[src/rtl/arb_pkg.sv]
// arb_pkg: shared arbiter constants, state encoding and rotate/encode helpers
package arb_pkg;
  localparam int ARB_N     = 8;
  localparam int ARB_IDX_W = 3;

  typedef enum logic {ST_IDLE, ST_GRANT} arb_state_e;

  function automatic logic [ARB_N-1:0] rotr8(input logic [ARB_N-1:0] m, input logic [ARB_IDX_W-1:0] s);
    logic [2*ARB_N-1:0] t;
    t = {m, m} >> s;
    return t[ARB_N-1:0];
  endfunction

  function automatic logic [ARB_N-1:0] rotl8(input logic [ARB_N-1:0] m, input logic [ARB_IDX_W-1:0] s);
    logic [2*ARB_N-1:0] t;
    t = {m, m} << s;
    return t[2*ARB_N-1:ARB_N];
  endfunction

  function automatic logic [ARB_IDX_W-1:0] pri_enc8(input logic [ARB_N-1:0] m);
    logic [ARB_IDX_W-1:0] e;
    e = '0;
    for (int i = ARB_N - 1; i >= 0; i--) if (m[i]) e = ARB_IDX_W'(i);
    return e;
  endfunction
endpackage

[src/rtl/rr_pick8.sv]
// rr_pick8: circular first-set-bit search starting at base
module rr_pick8
  import arb_pkg::*;
(
  input  logic [ARB_N-1:0]     mask,
  input  logic [ARB_IDX_W-1:0] base,
  output logic [ARB_IDX_W-1:0] idx,
  output logic                 any
);
  logic [ARB_N-1:0] rot;
  // rotate so base sits at bit 0, take the lowest set bit, then undo the rotation
  always_comb begin
    rot = rotr8(mask, base);
    idx = pri_enc8(rot) + base;
    any = |mask;
  end
endmodule

[src/rtl/rr_arbiter8.sv]
// rr_arbiter8: eight-way round-robin arbiter with grant hold and starvation timeout
module rr_arbiter8
  import arb_pkg::*;
#(
  parameter int N        = 8,
  parameter int IDX_W    = 3,
  parameter int MAX_HOLD = 16,
  parameter int HOLD_W   = 5
) (
  input  logic             clk,
  input  logic             rst_n,
  input  logic [N-1:0]     req,
  output logic [N-1:0]     gnt,
  output logic [IDX_W-1:0] gnt_idx,
  output logic             gnt_valid,
  output logic             timeout
);
  arb_state_e        state_q, state_d;
  logic [N-1:0]      gnt_q, gnt_d;
  logic [IDX_W-1:0]  idx_q, idx_d, ptr_q, ptr_d, nxt, pick_base, pick_idx;
  logic [HOLD_W-1:0] hold_q, hold_d;
  logic              timeout_q, timeout_d, rel_vol, rel_frc, pick_any;
  logic [N-1:0]      pick_mask;

  assign nxt       = idx_q + 1'b1;
  assign rel_vol   = (state_q == ST_GRANT) && !req[idx_q];
  assign rel_frc   = (state_q == ST_GRANT) && req[idx_q] && (MAX_HOLD != 0) && (hold_q == HOLD_W'(MAX_HOLD - 1));
  // a forced release keeps the holder as a candidate; starting just past it puts it last
  assign pick_mask = (state_q == ST_IDLE) ? req : rel_vol ? (req & ~(N'(1) << idx_q)) : req;
  assign pick_base = (state_q == ST_IDLE) ? ptr_q : nxt;

  rr_pick8 u_pick (
    .mask (pick_mask),
    .base (pick_base),
    .idx  (pick_idx),
    .any  (pick_any)
  );

  // next-state: arbitrate when idle or when the current grant ends, otherwise keep holding
  always_comb begin
    state_d   = state_q;
    gnt_d     = gnt_q;
    idx_d     = idx_q;
    ptr_d     = ptr_q;
    hold_d    = hold_q;
    timeout_d = 1'b0;
    if (state_q == ST_IDLE || rel_vol || rel_frc) begin
      if (state_q == ST_GRANT) ptr_d = nxt;
      timeout_d = rel_frc;
      hold_d    = '0;
      state_d   = pick_any ? ST_GRANT : ST_IDLE;
      gnt_d     = pick_any ? N'(1) << pick_idx : '0;
      idx_d     = pick_any ? pick_idx : idx_q;
    end else begin
      hold_d = (hold_q != '1) ? hold_q + 1'b1 : hold_q;
    end
  end

  // state and output registers, cleared asynchronously
  always_ff @(posedge clk or negedge rst_n) begin
    if (!rst_n) begin
      state_q   <= ST_IDLE;
      gnt_q     <= '0;
      idx_q     <= '0;
      ptr_q     <= '0;
      hold_q    <= '0;
      timeout_q <= 1'b0;
    end else begin
      state_q   <= state_d;
      gnt_q     <= gnt_d;
      idx_q     <= idx_d;
      ptr_q     <= ptr_d;
      hold_q    <= hold_d;
      timeout_q <= timeout_d;
    end
  end

  assign gnt       = gnt_q;
  assign gnt_idx   = idx_q;
  assign gnt_valid = |gnt_q;
  assign timeout   = timeout_q;
endmodule
[config.mk]
export PLATFORM = sky130hd
export DESIGN_NAME = rr_arbiter8
export DESIGN_NICKNAME = d
export VERILOG_FILES = /design/src/rtl/arb_pkg.sv /design/src/rtl/rr_pick8.sv /design/src/rtl/rr_arbiter8.sv
export SDC_FILE = /design/constraint.sdc
export NUM_CORES = 1
export LEC_CHECK = 0
export ABC_AREA = 0
export BUFFER_PORTS_ARGS = -buffer_cell sky130_fd_sc_hd__buf_4
export CORE_MARGIN = 5
export CORE_UTILIZATION = 40
export CTS_BUF_LIST = sky130_fd_sc_hd__clkbuf_16
export DETAILED_ROUTE_END_ITERATION = 12
export GPL_TIMING_DRIVEN = 0
export PLACE_DENSITY = 0.61
export SLEW_MARGIN = 10
export SYNTH_ARGS = -nofsm -noshare
export SYNTH_HDL_FRONTEND = slang
export SYNTH_HIERARCHICAL = 1
export SYNTH_SLANG_ARGS = --single-unit
[constraint.sdc]
create_clock -name clk -period 6.22 [get_ports clk]
set_input_delay 0.933 -clock clk [delete_from_list [all_inputs] [get_ports clk]]
set_output_delay 0.933 -clock clk [all_outputs]
set_load 0.01 [all_outputs]
# Word level (Yosys, flattened, before mapping)
# Index checks and enable logic that the tools add are counted.
# W data, S select, Z words.
# op_classes
n_addsub	3
order_cmp	1
n_eq_ne	2
shifts	3
mux	18
n_bitwise	3
reduce_logical	10
# ops
cell	count
$mux W3	9
$mux W8	3
$reduce_or A8 Y1	2
$shl A1 B3 Y8 const A	2
$shr A16 B3 Y8	1
$mux W5	2
$and A8 B8 Y8	1
$not A8 Y8	1
$add A5 B1 Y5 const B	1
$eq A5 B4 Y1 const B	1
$ne A5 B5 Y1 const B	1
$lt A3 B4 Y1 const B	1
$add A3 B1 Y3 const B	1
$add A3 B3 Y3	1
$bmux W1 S3	1
$logic_and A1 B1 Y1	3
$mux W1	3
$logic_or A1 B1 Y1	2
$reduce_and A2 Y1	1
$reduce_bool A2 Y1	1
$logic_not A1 Y1	1
$not A1 Y1	1
# totals
regBits	21
input_bits	10
output_inout_bits	13
word_cells	46

# Longest topological paths before layout
# Gate-level depths: netlist (run 1).
# depth
word_depth	18
depth_mapped	18
ltp_nobuf	17

# By module
# Netlist (run 1), hierarchy kept.
# by_module_without_submodules
module	n_inst	cells_each	area_per_inst_um2	seq_area_each_um2
rr_arbiter8	1	118	1266.2	525.5
rr_pick8	1	50	519.2	0.0

# Least setup slack after synthesis (run 1)
# No wires, ideal clock.
# synth_timing
path_kind	input-to-reg
from	input port req[5]
to	register gnt_q[1], in the netlist gnt[1]
setup_ns	0.125
t_arrival_ns	4.641
required_ns	6.095
path_slack_ns	1.455
cell_stages	17
n_path_buf	0
cell_sequence	mux2i_1 > a22oi_4 > a31oi_1 > a21boi_0 > mux4_1 > mux2i_1 > o311ai_0 > a21bo_2 > a31oi_1 > ha_1 > inv_1 > fa_1 > xnor2_1 > xnor2_1 > nand2b_1 > nor2_1 > mux2_2
# synth_via
elab_chain_cells	18
word_cells_on_any_way	24
classes_between	add/sub: 1; shift: 2; mux: 13; bitwise: 1; reduce/logical: 7
# synth_lines
element	line	source
start: declaration	rr_arbiter8.sv:12	input logic [N-1:0] req,
$bmux W1 S3 (*)	rr_arbiter8.sv:26	assign rel_vol = (state_q == ST_GRANT) && !req[idx_q];
$mux W1 (implied by the code) (*)	rr_arbiter8.sv:26	
$logic_not A1 Y1 (*)	rr_arbiter8.sv:26	
$logic_and A1 B1 Y1 (*)	rr_arbiter8.sv:26	
$mux W8 (*) (2 in a row)	rr_arbiter8.sv:29	assign pick_mask = (state_q == ST_IDLE) ? req : rel_vol ? (req & ~(N'(1) << idx_q)) : req;
named net pick_mask[7]	rr_arbiter8.sv:23	logic [N-1:0] pick_mask;
$shr A16 B3 Y8 (*)	arb_pkg.sv:10	t = {m, m} >> s;
$mux W3 (7 in a row)	arb_pkg.sv:23	for (int i = ARB_N - 1; i >= 0; i--) if (m[i]) e = ARB_IDX_W'(i);
$mux W3 (*)	arb_pkg.sv:23	
$add A3 B3 Y3 (*)	rr_pick8.sv:14	idx = pri_enc8(rot) + base;
named net pick_idx[2]	rr_arbiter8.sv:20	logic [IDX_W-1:0] idx_q, idx_d, ptr_q, ptr_d, nxt, pick_base, pick_idx;
$shl A1 B3 Y8 (*)	rr_arbiter8.sv:52	gnt_d = pick_any ? N'(1) << pick_idx : '0;
$mux W8 (*)	rr_arbiter8.sv:52	
end signal: assignment	rr_arbiter8.sv:70	gnt_q <= gnt_d;
end: declaration	rr_arbiter8.sv:19	logic [N-1:0] gnt_q, gnt_d;
# Mark *: on every way through the listed nets, which the timed path passes. The rest lies on a longest branch. The select of a mux whose other input is x is not followed.
# A chain may end at the register's enable or synchronous reset.

# Worst setup path in the final report (run 1)
# Same ends and word-level chain as after synthesis.

==> results of run 1 <==
worst register-to-register path, delay by kind of cell (launching register included):
kind	cells	cell delay (ns)
and+or+nand+nor	2	0.26
DFF	1	0.40
AOI/OAI and AO/OA	6	1.76
xor gates and xnor gates	2	0.61
muxes	3	1.11
buffers and inverters	3	0.39
adders and majority gates	2	0.54
state kept, by name, indices dropped and copies added (netlist names):
name,flops
ptr_q,3
gnt_idx,3
state_q,1
timeout,1
hold_q,5
gnt,8
per-layer routing:
metal | share of wire | wire (um)
met5 | 0 | 0
met4 | 0.012 | 46
met3 | 0.020 | 74
met2 | 0.55 | 2043
met1 | 0.42 | 1577
how the worst min path moves through the flow:
stage | depth (start not counted) | to | slack (ns)
after floorplan | 1 | ptr_q[0]$_DFFE_PN0P_ | 0.48
after global placement | 1 | ptr_q[1]$_DFFE_PN0P_ | 0.49
after detailed placement | 1 | ptr_q[0]$_DFFE_PN0P_ | 0.50
after CTS | 1 | ptr_q[1]$_DFFE_PN0P_ | 0.52
after global routing | 1 | ptr_q[1]$_DFFE_PN0P_ | 0.55
final | 1 | ptr_q[1]$_DFFE_PN0P_ | 0.51
cell usage in the layout (no fill, tap or decap), types with 2 or more instances in the layout:
| cell type | n |
|---|---|
| inv_1 | 18 |
| clkbuf_16 | 3 |
| o2111ai_1 | 2 |
| a21boi_0 | 2 |
| nand2b_1 | 3 |
| o211ai_1 | 2 |
| o21ai_0 | 2 |
| nor2_1 | 16 |
| nor3_1 | 3 |
| buf_2 | 2 |
| buf_6 | 3 |
| mux4_1 | 7 |
| mux2i_1 | 8 |
| nor4_1 | 4 |
| xor2_1 | 2 |
| nand2_1 | 13 |
| mux2_4 | 5 |
| dfrtp_1 | 21 |
| mux2_2 | 15 |
| buf_4 | 22 |
| nor2b_1 | 2 |
| xnor2_1 | 3 |
| a31oi_1 | 8 |
| ha_1 | 10 |
cells by family (layout without fill, tap and decap cells):
logic type                 Yosys count  in the layout
AOI/OAI and AO/OA                   26             26
muxes                               35             35
xor gates and xnor gates             5              5
DFF                                 21             21
and+or+nand+nor                     47             47
buffers and inverters               23             49
adders and majority gates           11             11
cell type report:
type                       count  share of cell area
inverter                      17             0.03047
clock inverter                 1            0.001792
clock buffer                   3             0.03584
tap                           52             0.03106
timing repair buffer          22             0.07885
sequential                    21              0.2509
multi-input combinational    124              0.5478
buffer                         6             0.02330
through the flow:
| step | cell area, sq um | hold slack [ns] |
|---|---|---|
| after floorplan | 1785 | 0.4762 |
| after global placement | 2016 | 0.4907 |
| after detailed placement | 2016 | 0.5023 |
| after CTS | 2095 | 0.5152 |
| after global routing | 2095 | 0.5473 |
| final | 2095 | 0.5117 |
==> results.py, run 1 <==
metrics = {
    "status": {
        "status": "finished, final reports clean",
    },
    "clock_network": {
        "clk_pin_slew_ns": 0.05,
        "postCtsHoldBufs": 0,
        "cts_tree": "built",
        "insertion_delay_ns": 0.25,
        "cts.sinks": 21,
        "cts_buffer_depth": 2,
        "cts_setup_buffers": 0,
        "htreeDepth": 1,
        "cts_made_buffers": 3,
        "ctsResizeCount": 0,
        "root_buffer": "clkbuf_16",
    },
    "sta": {
        "fin_tns_setup_ns": 0,
        "setup_viol": 0,
        "tightest_slew_ns": 0.6100,
        "maxSlewViolCount": 0,
        "clock.fmax_mhz": 187.8,
        "layout_setup_ws_ns": 0.8940,
        "fin_crit_ns": 5.326,
        "slew_headroom": 0.5897,
        "hold_viol_final": 0,
        "fin_skew_ns": 0.001088,
        "rsz0062_at_grt": "false",
        "period_share": 0.8563,
    },
    "final_layout": {
        "final_nets": 216,
        "diodes": 0,
        "finish.utilization": 0.4810,
        "layout.cells.non_filler": 246,
        "multi_input_area_sq_um": 1147,
        "regArea_sq_um": 525.5,
        "drive_gt1_frac": 0.2887,
        "area_growth_pct": 17.31,
        "nFillCells": 421,
    },
    "floorplan": {
        "start_util": 0.4101,
        "row_count": 24,
        "io_pins": 23,
        "die_area_sq_um": 5900,
        "dieHeight_um": 76.81,
        "fp.dieW_um": 76.81,
        "core_area_sq_um": 4354,
    },
    "global_routing": {
        "antenna_found_initial": 0,
        "use_met3": 0.01991,
        "grt.busiest_layer": "met2",
        "grt_max_degree": 22,
        "gr-usage-met2": 0.2368,
        "grt_pass1_wl_mm": 6.527,
        "use_met1": 0.1564,
        "grt_usage": 0.1330,
        "grt_overflow": 0,
        "grt_pass1_vias": 1413,
    },
    "worst_setup_path": {
        "criticalPathCategory": "in2reg",
        "path_depth": 18,
        "cp.required_ns": 6.35,
        "crit_buf_inv": 2,
        "end_kind": "flip-flop",
        "r2r-end": "gnt[1]$_DFFE_PN0P_",
        "crit_path_start": "req[5]",
        "r2r_cells": 18,
        "path_delay_family": "compound AO/OA/AOI/OAI gates",
        "critPathSlowestCell": "mux4_1",
        "crit_fanout": 8,
        "critical-path-max-stage-delay_ns": 0.60,
        "path_cells": "buf_4, mux2i_1, a22oi_4, a31oi_1, a21boi_0, mux4_1, mux2i_1, o311ai_0, a21bo_2, a31oi_1, ha_1, inv_1, fa_1, xnor2_1, xnor2_1, nand2b_1, nor2_1, mux2_2",
        "crit_arrival_ns": 5.46,
        "r2r-start": "gnt_idx[2]$_DFFE_PN0P_",
        "startpoint_type": "input port",
        "r2r_setup_slack_ns": 1.04,
        "setup.worst_path.end": "gnt[1]$_DFFE_PN0P_",
    },
    "placement": {
        "gp_congestion": 0.8432,
        "portBuffers": 22,
        "place_inst": 242,
        "preCtsSetupSlack_ns": 0.6460,
        "place_hpwl_mm": 2.967,
    },
    "synthesis": {
        "synth.area.top_cells": "dfrtp_1 29%, mux4_1 10%, mux2_2 9.5%, ha_1 7.0%, mux2i_1 4.5%",
        "synthesis.area_sq_um": 1785,
        "synth_xor_area_frac": 0.02453,
        "synthAdderAreaFrac": 0.08129,
        "post-synth-top-count-cell": "dfrtp_1",
        "synth-simple-area-share": 0.1317,
        "synth_seq_cells": 21,
        "synth-compound-area-share": 0.1205,
        "synthTopCellsByCount": "21 x dfrtp_1, 17 x inv_1, 16 x nor2_1",
        "synth_top_family_by_area": "multiplexers",
        "ys_seq_area_frac": 0.2943,
        "syn_avg_cell_area_sq_um": 10.63,
        "async_flop_share": 1.000,
        "synth_top_area_cell": "dfrtp_1",
        "synth_nets": 189,
        "yosys_warnings": 6,
        "synth_top_cell_area_share": 0.2943,
        "synth_ff_type": "dfrtp_1",
        "synth_cell_types": 40,
        "synth_edf_count": 0,
        "synthMuxAreaShare": 0.2845,
        "netlist_instances": 168,
    },
    "job": {
        "cap_violations": 0,
    },
    "detailed_routing": {
        "routedWlPerCell_um": 15.21,
        "drt_iter0_markers": 98,
        "routed_via_density": 5.541,
        "drc": 0,
        "ant_nets": 0,
        "num_vias": 1363,
        "drt_pre_antenna_iters": 5,
        "routed_wl_mm": 3.741,
    },
    "min_path": {
        "worstHoldStart": "ptr_q[1]$_DFFE_PN0P_",
        "hold_path_class": "reg2reg",
    },
}
Power of run 1 is not shown: default switching activity piles up to over one toggle a cycle in this logic, so the estimate is an artifact.
==> run 2, diff against run 1 <==
--- a/config.mk
+++ b/config.mk
@@ -7,12 +7,14 @@
 export LEC_CHECK = 0
 export ABC_AREA = 0
 export BUFFER_PORTS_ARGS = -buffer_cell sky130_fd_sc_hd__buf_4
+export CORE_ASPECT_RATIO = 2
 export CORE_MARGIN = 5
-export CORE_UTILIZATION = 40
+export CORE_UTILIZATION = 55
 export CTS_BUF_LIST = sky130_fd_sc_hd__clkbuf_16
 export DETAILED_ROUTE_END_ITERATION = 12
+export GPL_ROUTABILITY_DRIVEN = 0
 export GPL_TIMING_DRIVEN = 0
-export PLACE_DENSITY = 0.61
+export PLACE_DENSITY = 0.78
 export SLEW_MARGIN = 10
 export SYNTH_ARGS = -nofsm -noshare
 export SYNTH_HDL_FRONTEND = slang
==> results.py, run 2 (synthesis gave the netlist of run 1 again) <==
metrics = {
    "global_routing": {
        "grt_pass1_wl_mm": 6.920,
        "grt_max_degree": 22,
        "grt_usage": 0.1876,
        "antenna_found_initial": 0,
        "grt_pass1_vias": 1493,
        "grt_overflow": 0,
    },
    "worst_setup_path": {
        "crit_fanout": 8,
        "r2r-start": "gnt_idx[0]$_DFFE_PN0P_",
        "crit_path_start": "req[5]",
        "cp.required_ns": 6.35,
        "criticalPathCategory": "in2reg",
        "critical-path-max-stage-delay_ns": 0.64,
        "path_cells": "buf_4, mux2i_1, a22oi_4, a31oi_1, a21boi_0, mux4_1, mux2i_1, o311ai_0, a21bo_2, a31oi_1, ha_1, inv_1, fa_1, xnor2_1, xnor2_1, nand2b_1, nor2_1, mux2_2",
        "end_kind": "flip-flop",
        "crit_buf_inv": 2,
        "path_delay_family": "compound AO/OA/AOI/OAI gates",
        "startpoint_type": "input port",
        "critPathSlowestCell": "mux4_1",
        "r2r_setup_slack_ns": 0.91,
        "crit_arrival_ns": 5.61,
    },
    "clock_network": {
        "root_buffer": "clkbuf_16",
        "cts_made_buffers": 3,
        "ctsResizeCount": 0,
        "postCtsHoldBufs": 0,
        "htreeDepth": 1,
        "clk_pin_slew_ns": 0.05,
        "cts.sinks": 21,
        "insertion_delay_ns": 0.25,
        "cts_setup_buffers": 0,
        "cts_buffer_depth": 2,
        "cts_tree": "built",
    },
    "min_path": {
        "hold_path_class": "reg2reg",
        "worstHoldStart": "ptr_q[2]$_DFFE_PN0P_",
    },
    "sta": {
        "maxSlewViolCount": 0,
        "fin_crit_ns": 5.480,
        "period_share": 0.8810,
        "fin_tns_setup_ns": 0,
        "tightest_slew_ns": 0.5850,
        "rsz0062_at_grt": "false",
        "fin_skew_ns": 0.001450,
        "slew_headroom": 0.6065,
        "clock.fmax_mhz": 182.5,
        "hold_viol_final": 0,
        "setup_viol": 0,
    },
    "detailed_routing": {
        "ant_nets": 0,
        "routed_via_density": 6.080,
        "drt_iter0_markers": 21,
        "drc": 0,
        "routed_wl_mm": 3.913,
        "num_vias": 1368,
        "routedWlPerCell_um": 17.39,
        "drt_pre_antenna_iters": 6,
    },
    "floorplan": {
        "start_util": 0.5656,
        "core_area_sq_um": 3157,
        "dieHeight_um": 90.58,
        "fp.dieW_um": 50.29,
        "io_pins": 23,
        "die_area_sq_um": 4555,
        "row_count": 29,
    },
    "final_layout": {
        "mostFrequentLayoutCell": "buf_4",
        "final_cell_mix": "22 x buf_4, 21 x dfrtp_1, 17 x inv_1, 16 x nor2_1, 15 x mux2_2",
        "area_growth_pct": 15.91,
        "final_nets": 216,
        "largest_reg_flops": 8,
        "drive_gt1_frac": 0.2938,
        "diodes": 0,
    },
    "status": {
        "status": "finished, final reports clean",
    },
    "job": {
        "cap_violations": 0,
    },
    "placement": {
        "place_hpwl_mm": 3.224,
        "portBuffers": 22,
    },
}
-- run 2: per-stage QoR --
step                setup slack [ns]    util  hold slack [ns]  instance area [sq um]  instances
floorplan                      1.455       -           0.4762                   1785        168
global placement              0.7198  0.6302           0.4928                   1989        221
detailed placement            0.5153  0.6302           0.5007                   1989        221
CTS                           0.7697  0.6556           0.5164                   2069        225
global route                  0.5036  0.6556           0.5370                   2069        225
finish                        0.7401  0.6556           0.5126                   2069        225
-- run 2: layout make-up --
cell class | instances | area (sq um)
flip-flops and latches | 21 | 525.5
well taps | 31 | 38.79
repair buffers | 22 | 165.2
fillers | 266 | 1087
clock inverters | 1 | 5.005
multi-input cells | 124 | 1147
clock buffers | 3 | 75.07
inverters | 17 | 63.81
plain buffers | 6 | 48.80
-- run 2: final timing paths --
path | end | cells past startpoint
min reg2reg | ptr_q[2]$_DFFE_PN0P_ | 1
min in group asynchronous | gnt[5]$_DFFE_PN0P_ | 1
max reg2reg | gnt[1]$_DFFE_PN0P_ | 18
max | gnt[1]$_DFFE_PN0P_ | 18
min | ptr_q[2]$_DFFE_PN0P_ | 1
max in group asynchronous | timeout$_DFF_PN0_ | 1
-- run 2: per-layer routing --
layer / wire (um) / global-route usage / vias to the layer above / share of wire
li1: - / - / 669 / -
met1: 1312 / 0.1789 / 677 / 0.34
met2: 2462 / 0.3761 / 16 / 0.63
met3: 73 / 0.01983 / 6 / 0.019
met4: 65 / 0.07036 / 0 / 0.017
met5: 0 / 0 / - / 0
Power of run 2 is left out for the same reason.
